$ cat src/rtl/sr_bcd_pkg.sv
// rtl/sr_bcd_pkg.sv - shared states, constants and next-count helper for the SR BCD step driver
package sr_bcd_pkg;

  typedef enum logic [1:0] {
    IDLE   = 2'd0,
    STEP   = 2'd1,
    VERIFY = 2'd2
  } state_e;

  localparam logic [3:0] EVEN_BASE = 4'd0;
  localparam logic [3:0] ODD_BASE  = 4'd1;
  localparam logic [3:0] EVEN_TC   = 4'd8;
  localparam logic [3:0] ODD_TC    = 4'd9;
  localparam logic [3:0] BCD_MAX   = 4'd9;

  function automatic logic [3:0] mode_base(input logic mode);
    return mode ? ODD_BASE : EVEN_BASE;
  endfunction

  function automatic logic [3:0] mode_tc(input logic mode);
    return mode ? ODD_TC : EVEN_TC;
  endfunction

  // Out-of-range or wrong-parity counts resync to the mode base instead of stepping.
  function automatic logic [3:0] next_eo(input logic [3:0] c, input logic mode);
    logic [3:0] nxt;
    if ((c > BCD_MAX) || (c[0] != mode) || (c == mode_tc(mode))) begin
      nxt = mode_base(mode);
    end else begin
      nxt = c + 4'd2;
    end
    return nxt;
  endfunction

endpackage

$ cat src/rtl/sr_excite.sv
// rtl/sr_excite.sv - per-bit SR excitation from current to target value
module sr_excite (
  input  logic [3:0] cur_i,
  input  logic [3:0] tgt_i,
  output logic [3:0] s_o,
  output logic [3:0] r_o
);

  assign s_o = ~cur_i & tgt_i;
  assign r_o = cur_i & ~tgt_i;

endmodule

$ cat src/rtl/sr_bcd_step_driver.sv
// rtl/sr_bcd_step_driver.sv - sequences external SR flip-flops through even/odd BCD counts
module sr_bcd_step_driver
  import sr_bcd_pkg::*;
#(
  parameter int WIDTH = 4
) (
  input  logic             clk,
  input  logic             rst,
  input  logic             en,
  input  logic             mode,
  input  logic             load,
  input  logic [WIDTH-1:0] load_val,
  input  logic [WIDTH-1:0] q_fb,
  input  logic             clr_err,
  output logic [WIDTH-1:0] s,
  output logic [WIDTH-1:0] r,
  output logic [WIDTH-1:0] count,
  output logic             busy,
  output logic             done,
  output logic             tc,
  output logic             mismatch
);

  state_e     state_q, state_d;
  logic [3:0] count_q, count_d;
  logic [3:0] tgt_q, tgt_d;
  logic       mode_q, mode_d;
  logic [3:0] s_q, s_d;
  logic [3:0] r_q, r_d;
  logic       busy_q, busy_d;
  logic       done_q, done_d;
  logic       tc_q, tc_d;
  logic       mismatch_q, mismatch_d;

  logic [3:0] idle_tgt;
  logic [3:0] exc_s;
  logic [3:0] exc_r;

  // Target chosen in IDLE; kept outside the FSM block so excitation has no comb loop.
  assign idle_tgt = load ? ((load_val > BCD_MAX) ? mode_base(mode) : load_val)
                         : next_eo(count_q, mode);

  sr_excite u_excite (
    .cur_i (count_q),
    .tgt_i (idle_tgt),
    .s_o   (exc_s),
    .r_o   (exc_r)
  );

  always_ff @(posedge clk) begin
    if (rst) begin
      state_q    <= IDLE;
      count_q    <= 4'd0;
      tgt_q      <= 4'd0;
      mode_q     <= 1'b0;
      s_q        <= 4'd0;
      r_q        <= 4'd0;
      busy_q     <= 1'b0;
      done_q     <= 1'b0;
      tc_q       <= 1'b0;
      mismatch_q <= 1'b0;
    end else begin
      state_q    <= state_d;
      count_q    <= count_d;
      tgt_q      <= tgt_d;
      mode_q     <= mode_d;
      s_q        <= s_d;
      r_q        <= r_d;
      busy_q     <= busy_d;
      done_q     <= done_d;
      tc_q       <= tc_d;
      mismatch_q <= mismatch_d;
    end
  end

  always_comb begin
    state_d    = state_q;
    count_d    = count_q;
    tgt_d      = tgt_q;
    mode_d     = mode_q;
    s_d        = 4'd0;
    r_d        = 4'd0;
    busy_d     = busy_q;
    done_d     = 1'b0;
    tc_d       = tc_q;
    mismatch_d = clr_err ? 1'b0 : mismatch_q;

    case (state_q)
      IDLE: begin
        if (load || en) begin
          tgt_d   = idle_tgt;
          mode_d  = mode;
          s_d     = exc_s;
          r_d     = exc_r;
          busy_d  = 1'b1;
          state_d = STEP;
        end
      end
      STEP: begin
        state_d = VERIFY;
      end
      VERIFY: begin
        count_d = tgt_q;
        tc_d    = (tgt_q == mode_tc(mode_q));
        // A fresh mismatch overrides a simultaneous clear.
        if (q_fb != tgt_q) begin
          mismatch_d = 1'b1;
        end
        done_d  = 1'b1;
        busy_d  = 1'b0;
        state_d = IDLE;
      end
      default: begin
        state_d = IDLE;
        busy_d  = 1'b0;
      end
    endcase
  end

  assign s        = s_q;
  assign r        = r_q;
  assign count    = count_q;
  assign busy     = busy_q;
  assign done     = done_q;
  assign tc       = tc_q;
  assign mismatch = mismatch_q;

endmodule
$ cat config.mk
export PLATFORM = sky130hd
export DESIGN_NAME = sr_bcd_step_driver
export DESIGN_NICKNAME = d
export VERILOG_FILES = /design/src/rtl/sr_bcd_pkg.sv /design/src/rtl/sr_excite.sv /design/src/rtl/sr_bcd_step_driver.sv
export SDC_FILE = /design/constraint.sdc
export NUM_CORES = 1
export LEC_CHECK = 0
export CORE_AREA = 2 2 56 45
export CTS_CLUSTER_SIZE = 28
export DETAILED_ROUTE_END_ITERATION = 7
export DIE_AREA = 0 0 58 47
export PLACE_DENSITY = 0.74
export SLEW_MARGIN = 5
export SYNTH_ARGS = -nofsm -noshare
export SYNTH_HDL_FRONTEND = slang
export SYNTH_SLANG_ARGS = --single-unit
$ cat constraint.sdc
create_clock -name clk -period 1.7 [get_ports clk]
set_input_delay 0.255 -clock clk [delete_from_list [all_inputs] [get_ports clk]]
set_output_delay 0.255 -clock clk [all_outputs]
set_load 0.02 [all_outputs]
==> metrics, run 1 <==
status complete, no violations; critical path's slowest cell clkdlybuf4s50_1; die span in y 47 um; post-route ant nets 0; met3 Use GR 5.79%; area growth from synthesis to layout 39.9%; RSZ-0062 raised after global routing no; drt drc 0; post-synth design cell area approximately 910 sq um; DR WL/cell 13.1 um; row count 15; CTS Hold Bufs 0; top cells by count, synth 23 x dfxtp_1, 7 x nor2_1, 5 x xnor2_1; Leak around 0.54 nW; Mapped Avg Cell Area 10.8 sq um; Synth Net Count about 100; Slew headroom approximately 73%; pin count of the biggest net entering global routing 14; CP Launch Type flip-flop; Via Count around 750; Final Max Tran Viols 0; routability cong. between 0.8 and 0.9; htree depth 1; R2R setup slack approximately 0.38 ns; clk_lat worst skew around 0.31 ns; PwrDens a little under 800 mW/mm^2; final antenna diode count 0; worst path bufs/invs 1; final WL between 1500 and 2000 um; final setup fails 0; yosys warns 0; most common cell in the synthesized netlist dfxtp_1; CTS root buf clkbuf_4; initial core utilization 41.7%; largest area contributor in the netlist dfxtp_1; vias per inst between 5 and 6; maximum clock path buffer count 2; crit path cell chain clkdlybuf4s50_1; die area roughly 0.0027 sq mm; share of flip-flops with an asynchronous set or reset 0%; total CTS buffers 3; global route total overflow 0; met2 Usage GRT ~27%; min-delay worst type flip-flop to flip-flop; non-filler cells, final roughly 140; buffers added on ports 29; maximum clock frequency just over 0.6 GHz; post-detail-place hpwl between 1000 and 1500 um; Yosys reg bits 23; CTS tree yes; Final #Nets between 100 and 150; VDD IR max between 0.7 and 0.8 mV; WS Path Type flip-flop to output pin; CP arrival approximately 1.4 ns; crit-path leading delay family buffers and inverters; initial antenna violation count 0; setup TNS 0 ns; cell count after placement 140; Netlist cell types 32; GRT busiest layer met2; max_cap viols 0; core area ~0.0022 sq mm; Main synth FF type dfxtp_1; Mapped Cells 84; Die Width 58 um; Post-synth EDFFs 0; Final Critical Period approximately 1.6 ns; final period utilization between 90 and 100%; worst slew pin tran around 0.40 ns; CP Data Required Time between 1 and 1.5 ns; peak fanout along the critical path 5; post-CTS setup buffers 0; first-pass GRT wire length about 3000 um; Crit path largest cell delay 0.63 ns; 1st-iter DRT viols 8; Num Clock Sinks 23; global-route usage over all layers roughly 15%; Synth area leaders dfxtp_1 51%, xnor2_1 4.8%, mux2i_1 4.4%; final hold violations 0; clk_skew 0.00344 ns; layout cells sized above 1 between 10% and 20%; area fraction of the dominant cell type after synthesis 50.8%; I/O pin count 30; GRT met1 Usage 17.6%; Clock transition at path regs between 0.1 and 0.15 ns; vias in the first global route 683; drt pass-1 iters 3; register area share after synthesis a little over 50%; CP endpoint kind output pin
[kinds of logic (layout without fill, tap and decap cells)]
family | after synthesis | in the layout | synth area share [%]
mux | 4 | 4 | 4.41
fa+ha+maj | 1 | 1 | 1.38
simple gates | 29 | 29 | 19.7
flops | 23 | 23 | 50.8
compound gates | 17 | 17 | 14.6
xor+xnor | 6 | 6 | 5.79
buf+inv | 4 | 39 | 3.31
[sequential cells by signal (all words and copies together), names as in the netlist]
name	flops
busy	1
mode_q	1
state_q	2
done	1
tgt_q	4
r	4
tc	1
mismatch	1
s	4
count	4
[cell type report]
| class | instances | area, sq um |
|---|---|---|
| Inverter | 1 | 3.75 |
| Tap cell | 25 | 31.3 |
| Timing Repair Buffer | 34 | 329 |
| Multi-Input combinational cell | 57 | 417 |
| Clock inverter | 1 | 5.00 |
| Sequential cell | 23 | 460 |
| Clock buffer | 3 | 22.5 |
| Fill cell | 203 | 908 |
[cells in the final DEF, fill, tap and decap left out, types with 2 or more instances in the layout]
cell	n
dfxtp_1	23
a31oi_1	2
nor3_1	4
clkdlybuf4s50_1	27
nand2b_1	3
and3_1	2
a21oi_1	4
nand2_1	3
xnor2_1	5
mux2i_1	4
buf_4	5
nor2_1	7
and3b_1	2
clkbuf_4	3
o2bb2ai_1	4
[per-layer routing]
layer	routed length, um	vias up
li1	-	374
met1	849	359
met2	947	19
met3	91	0
met4	0	0
met5	0	-
[repair_timing]
action                                  4_1_cts  5_1_grt
pin swaps                                     0        0
resized for setup                             1        1
endpoints found under the setup margin        1        1
endpoints found under the hold margin         0        0
[stage by stage]
stage	total power [mW]	util, %	hold WS [ns]	setup slack [ns]	area, sq um
6_report	0.979	58.3	0.465	0.0778	1270
2_1_floorplan	0.673	-	0.388	0.474	907
3_5_place_dp	0.746	57.0	0.445	0.0427	1240
4_1_cts	0.990	58.2	0.464	0.0338	1270
3_3_place_gp	0.743	57.0	0.436	0.0538	1240
5_1_grt	1.03	58.3	0.490	0.00910	1270
[worst paths after layout]
path / start / to / cells past startpoint
worst max-delay path: count[2] / count[2] / 1
worst max register to register: state_q[0] / r[2] / 4
worst min register to register: busy / busy / 2
worst min-delay path: busy / busy / 2
[power by group]
part           total, mW  switching (mW)  internal [mW]
Sequential         0.576          0.0156          0.560
Combinational      0.158          0.0704         0.0872
Clock              0.245           0.157         0.0880
Total              0.979           0.243          0.736
Power figures use the tool's default switching activity.
==> run 2, diff against run 1 <==
--- a/config.mk
+++ b/config.mk
@@ -10,6 +10,7 @@
 export DETAILED_ROUTE_END_ITERATION = 7
 export DIE_AREA = 0 0 58 47
 export PLACE_DENSITY = 0.74
+export SKIP_CTS_REPAIR_TIMING = 1
 export SLEW_MARGIN = 5
 export SYNTH_ARGS = -nofsm -noshare
 export SYNTH_HDL_FRONTEND = slang
==> run 2 against run 1 <==
Setup slack hardly changed. Register-to-register slack hardly changed. Sequential share of layout area is 0.11 points lower. Hold slack stayed put. Clock power hardly changed. Maximum frequency hardly changed. Sequential power hardly changed. Non-clock buffer count stayed put. Die area stayed put. Global-route usage stayed put. Combinational power hardly changed. Critical endpoint unchanged. Largest power group unchanged. Highest routed layer unchanged.
==> metrics, run 2 (synthesized netlist as in run 1, its figures left out) <==
final period utilization a little over nine tenths; I/O pin count 30; vias in the first global route 683; Die Width between 50 and 60 um; commonest non-fill, non-tap cell in the layout clkdlybuf4s50_1; most frequent cells in the layout 27 x clkdlybuf4s50_1, 23 x dfxtp_1, 7 x nor2_1; CP Launch Type flip-flop; CTS root buf clkbuf_4; drt drc 0; M1 wire length around 850 um; worst path bufs/invs 1; maximum clock path buffer count 2; storage element area 460 sq um; area growth from synthesis to layout 40.3%; non-filler cells, final ~140; Final Critical Period approximately 1.6 ns; max_cap viols 0; final setup fails 0; die area ~0.0027 sq mm; clk_lat worst skew 0.31 ns; met2 WL 948 um; Num Clock Sinks 23; setup TNS 0 ns; htree depth 1; core area ~0.0022 sq mm; drt pass-1 iters 3; cell count after placement between 100 and 150; critical path's slowest cell clkdlybuf4s50_1; peak fanout along the critical path 5; Tot Pwr around 0.98 mW; 1st-iter DRT viols 8; Final Max Tran Viols 0; WS Path Type flip-flop to output pin; buffers added on ports 29; final WL about 1900 um; fillcell total 201; Via Count approximately 750; WL met3 a little under 90 um; Leak roughly 0.56 nW; final hold violations 0; VDD IR max approximately 0.8 mV; Clock transition at path regs about 0.12 ns; Crit path largest cell delay roughly 0.63 ns; Layout Utilization between 50% and 60%; clk_skew between 0.003 and 0.004 ns; post-route ant nets 0; crit-path leading delay family buffers and inverters; status complete, no violations; DR WL/cell 13.1 um; die span in y 47 um; min-delay worst type flip-flop to flip-flop; layout cells sized above 1 between 10% and 20%; post-detail-place hpwl 1460 um; global route total overflow 0; first-pass GRT wire length ~3000 um; worst hold margin about 0.46 ns; maximum clock frequency 0.616 GHz; vias per inst 5.22; initial antenna violation count 0; CTS tree yes; Final #Nets roughly 140; PwrDens approximately 770 mW/mm^2; initial core utilization a little over two fifths; Top Metal Used met3; CP arrival between 1 and 1.5 ns; routability cong. ~0.87; row count 15; global-route usage over all layers between 15 and 20%; pin count of the biggest net entering global routing 14; Slew headroom 73.4%; total CTS buffers 3; worst slew pin tran ~0.40 ns; CP Data Required Time roughly 1.4 ns; CP endpoint kind output pin; crit path cell chain clkdlybuf4s50_1; final antenna diode count 0; Multi-input gate area around 420 sq um; RSZ-0062 raised after global routing no
-- run 2: cell types whose count changed in the layout (fill, tap and decap cells not counted), sizes merged --
| cell | previous run | this run |
|---|---|---|
| dlygate4sd2 | 1 | 0 |
| dlymetal6s2s | 1 | 2 |
-- run 2: per-stage QoR --
stage               instance area [sq um]  setup slack (ns)
global route                         1270           0.00910
CTS                                  1270          -0.00826
detailed placement                   1240            0.0427
global placement                     1240            0.0538
floorplan                             907             0.474
finish                               1270            0.0779
-- run 2: layout make-up --
class                           count  area share, %
Clock buffer                        3           1.77
Clock inverter                      1          0.393
Inverter                            1          0.295
Multi-Input combinational cell     57           32.7
Sequential cell                    23           36.2
Tap cell                           25           2.46
Timing Repair Buffer               34           26.2
-- run 2: per-layer routing --
metal | global-route usage [%] | vias up
met3 | 5.79 | 0
met5 | 0 | -
li1 | - | 374
met1 | 17.6 | 359
met2 | 27.3 | 19
met4 | 2.79 | 0
-- run 2: worst reg2reg max path, stage by stage (launching register included) --
cell	delay (ns)
dfxtp_1	0.34
o21bai_2	0.20
or3_4	0.42
inv_1	0.15
and3_1	0.17
-- run 2: path summary, 6_finish.rpt --
path         cells after the start  slack (ns)        from  endpoint
max reg2reg                      4        0.38  state_q[0]      r[2]
max                              1        0.08    count[2]  count[2]
min reg2reg                      2        0.46        busy      busy
min                              2        0.46        busy      busy
-- run 2: report_power, final --
group	switching (mW)	internal, mW
sequential	0.0156	0.560
combinational	0.0704	0.0873
clock	0.157	0.0880
==> run 3, diff against run 2 <==
--- a/config.mk
+++ b/config.mk
@@ -5,11 +5,12 @@
 export SDC_FILE = /design/constraint.sdc
 export NUM_CORES = 1
 export LEC_CHECK = 0
-export CORE_AREA = 2 2 56 45
+export CORE_AREA = 2 2 55 44
+export CTS_BUF_LIST = sky130_fd_sc_hd__clkbuf_4 sky130_fd_sc_hd__clkbuf_8
 export CTS_CLUSTER_SIZE = 28
 export DETAILED_ROUTE_END_ITERATION = 7
-export DIE_AREA = 0 0 58 47
-export PLACE_DENSITY = 0.74
+export DIE_AREA = 0 0 57 46
+export PLACE_DENSITY = 0.77
 export SKIP_CTS_REPAIR_TIMING = 1
 export SLEW_MARGIN = 5
 export SYNTH_ARGS = -nofsm -noshare
==> run 3 against run 2 <==
Maximum frequency rose by 6.0%. Hold slack improved by 0.0042 ns. Sequential share of layout area fell by 0.071 points. Largest power group unchanged. Total power rose by 0.61%. Final cell count did not move. Critical endpoint is now r[0]. Sequential cell count did not move.
==> metrics, run 3 (synthesized netlist as in run 1, its figures left out) <==
CP endpoint kind output pin; crit path cell chain clkdlybuf4s50_1; post-route ant nets 0; Final Critical Period roughly 1.5 ns; setup TNS 0 ns; CP Launch Type flip-flop; pin count of the biggest net entering global routing 14; Via Count around 720; CTS tree yes; area growth from synthesis to layout 40.6%; global-route usage over all layers ~16%; Crit path largest cell delay 0.61 ns; RR Startpoint state_q[0]; vias in the first global route 679; maximum clock frequency 0.653 GHz; worst slew pin tran roughly 0.4 ns; WS Path Type flip-flop to output pin; final setup margin 0.170 ns; 1st-iter DRT viols 6; first-pass GRT wire length slightly above 3000 um; Reg power frac approximately 59%; buffers added on ports 29; final antenna diode count 0; initial core utilization 42.4%; Leak 0.577 nW; Num Clock Sinks 23; non-filler cells, final 144; Final #Nets approximately 140; die area between 0.002 and 0.003 sq mm; placed cell area between 0.001 and 0.0015 sq mm; htree depth 1; total CTS buffers 3; initial antenna violation count 0; Clock transition at path regs approximately 0.12 ns; core area ~0.0021 sq mm; CTS root buf clkbuf_4; drt drc 0; row count 15; clk_skew around 0.0048 ns; status complete, no violations; post-detail-place hpwl about 1500 um; PwrDens between 700 and 800 mW/mm^2; Finished Cell Area 0.00127 sq mm; Switching Fraction 25.3%; most frequent cells in the layout 26 x clkdlybuf4s50_1, 23 x dfxtp_1, 7 x nor2_1; final period utilization 90.0%; final WL just under 2000 um; Die Width between 50 and 60 um; final hold violations 0; critical path's slowest cell clkdlybuf4s50_1; I/O pin count 30; peak fanout along the critical path 1; maximum clock path buffer count 2; die span in y approximately 46 um; Slew headroom 72.3%; CP arrival 1.28 ns; RSZ-0062 raised after global routing no; vias per inst 5.01; max_cap viols 0; drt pass-1 iters 4; Final Max Tran Viols 0; global route total overflow 0; min-delay worst type flip-flop to flip-flop; DR WL/cell around 13 um; Setup Slack @ Placement approximately 0.018 ns; part of the power in combinational logic 16.0%; crit path from r[0]; crit-path leading delay family buffers and inverters; switching power ~0.25 mW; commonest non-fill, non-tap cell in the layout clkdlybuf4s50_1; routability cong. approximately 0.78; final setup fails 0; clk_lat worst skew between 0.3 and 0.4 ns; cell count after placement 140; fillcell total 196; Clk pwr share ~25%; VDD IR max 0.662 mV; layout cells sized above 1 between 10% and 20%; worst path bufs/invs 1; Int Pwr 0.736 mW; CP Data Required Time 1.44 ns; HP Start busy
==> run 3: changes by cell type in the layout (fill, tap and decap cells not counted) <==
cell and delta:
clkdlybuf4s50_1 -1, dlymetal6s2s_1 +1
==> run 3: path summary, 6_finish.rpt <==
path | to | slack, ns | depth (start not counted)
worst max-delay path | r[0] | 0.17 | 1
worst min-delay path | busy | 0.47 | 2
worst max register to register | r[0] | 0.40 | 4
worst min register to register | busy | 0.47 | 2
==> run 3: layout make-up <==
| class | count | area (sq um) | area share (%) |
|---|---|---|---|
| multi-input cells | 57 | 417 | 32.7 |
| clock buffers | 3 | 22.5 | 1.77 |
| flip-flops and latches | 23 | 460 | 36.1 |
| repair buffers | 34 | 335 | 26.3 |
| clock inverters | 1 | 5.00 | 0.393 |
| well taps | 25 | 31.3 | 2.45 |
| inverters | 1 | 3.75 | 0.294 |
==> run 3: per-stage QoR <==
| stage | hold slack (ns) | utilization, % | power, mW |
|---|---|---|---|
| after global routing | 0.483 | 59.6 | 1.03 |
| after global placement | 0.449 | 58.0 | 0.742 |
| after floorplan | 0.388 | - | 0.673 |
| final | 0.469 | 59.6 | 0.985 |
| after detailed placement | 0.453 | 58.0 | 0.746 |
| after CTS | 0.473 | 59.2 | 0.991 |
==> run 3: power by group through the flow <==
stage               combinational, mW  clock (mW)  sequential [mW]
CTS                             0.159       0.255            0.577
global route                    0.171       0.279            0.579
floorplan                      0.0748           0            0.598
detailed placement              0.158           0            0.588
global placement                0.153           0            0.589
finish                          0.158       0.250            0.577
==> run 3: routing by layer <==
layer	part of all wire (%)	GRT usage [%]
met1	49	19.8
met2	45	25.7
met3	6.0	5.68
met4	0.52	4.19
met5	0	0
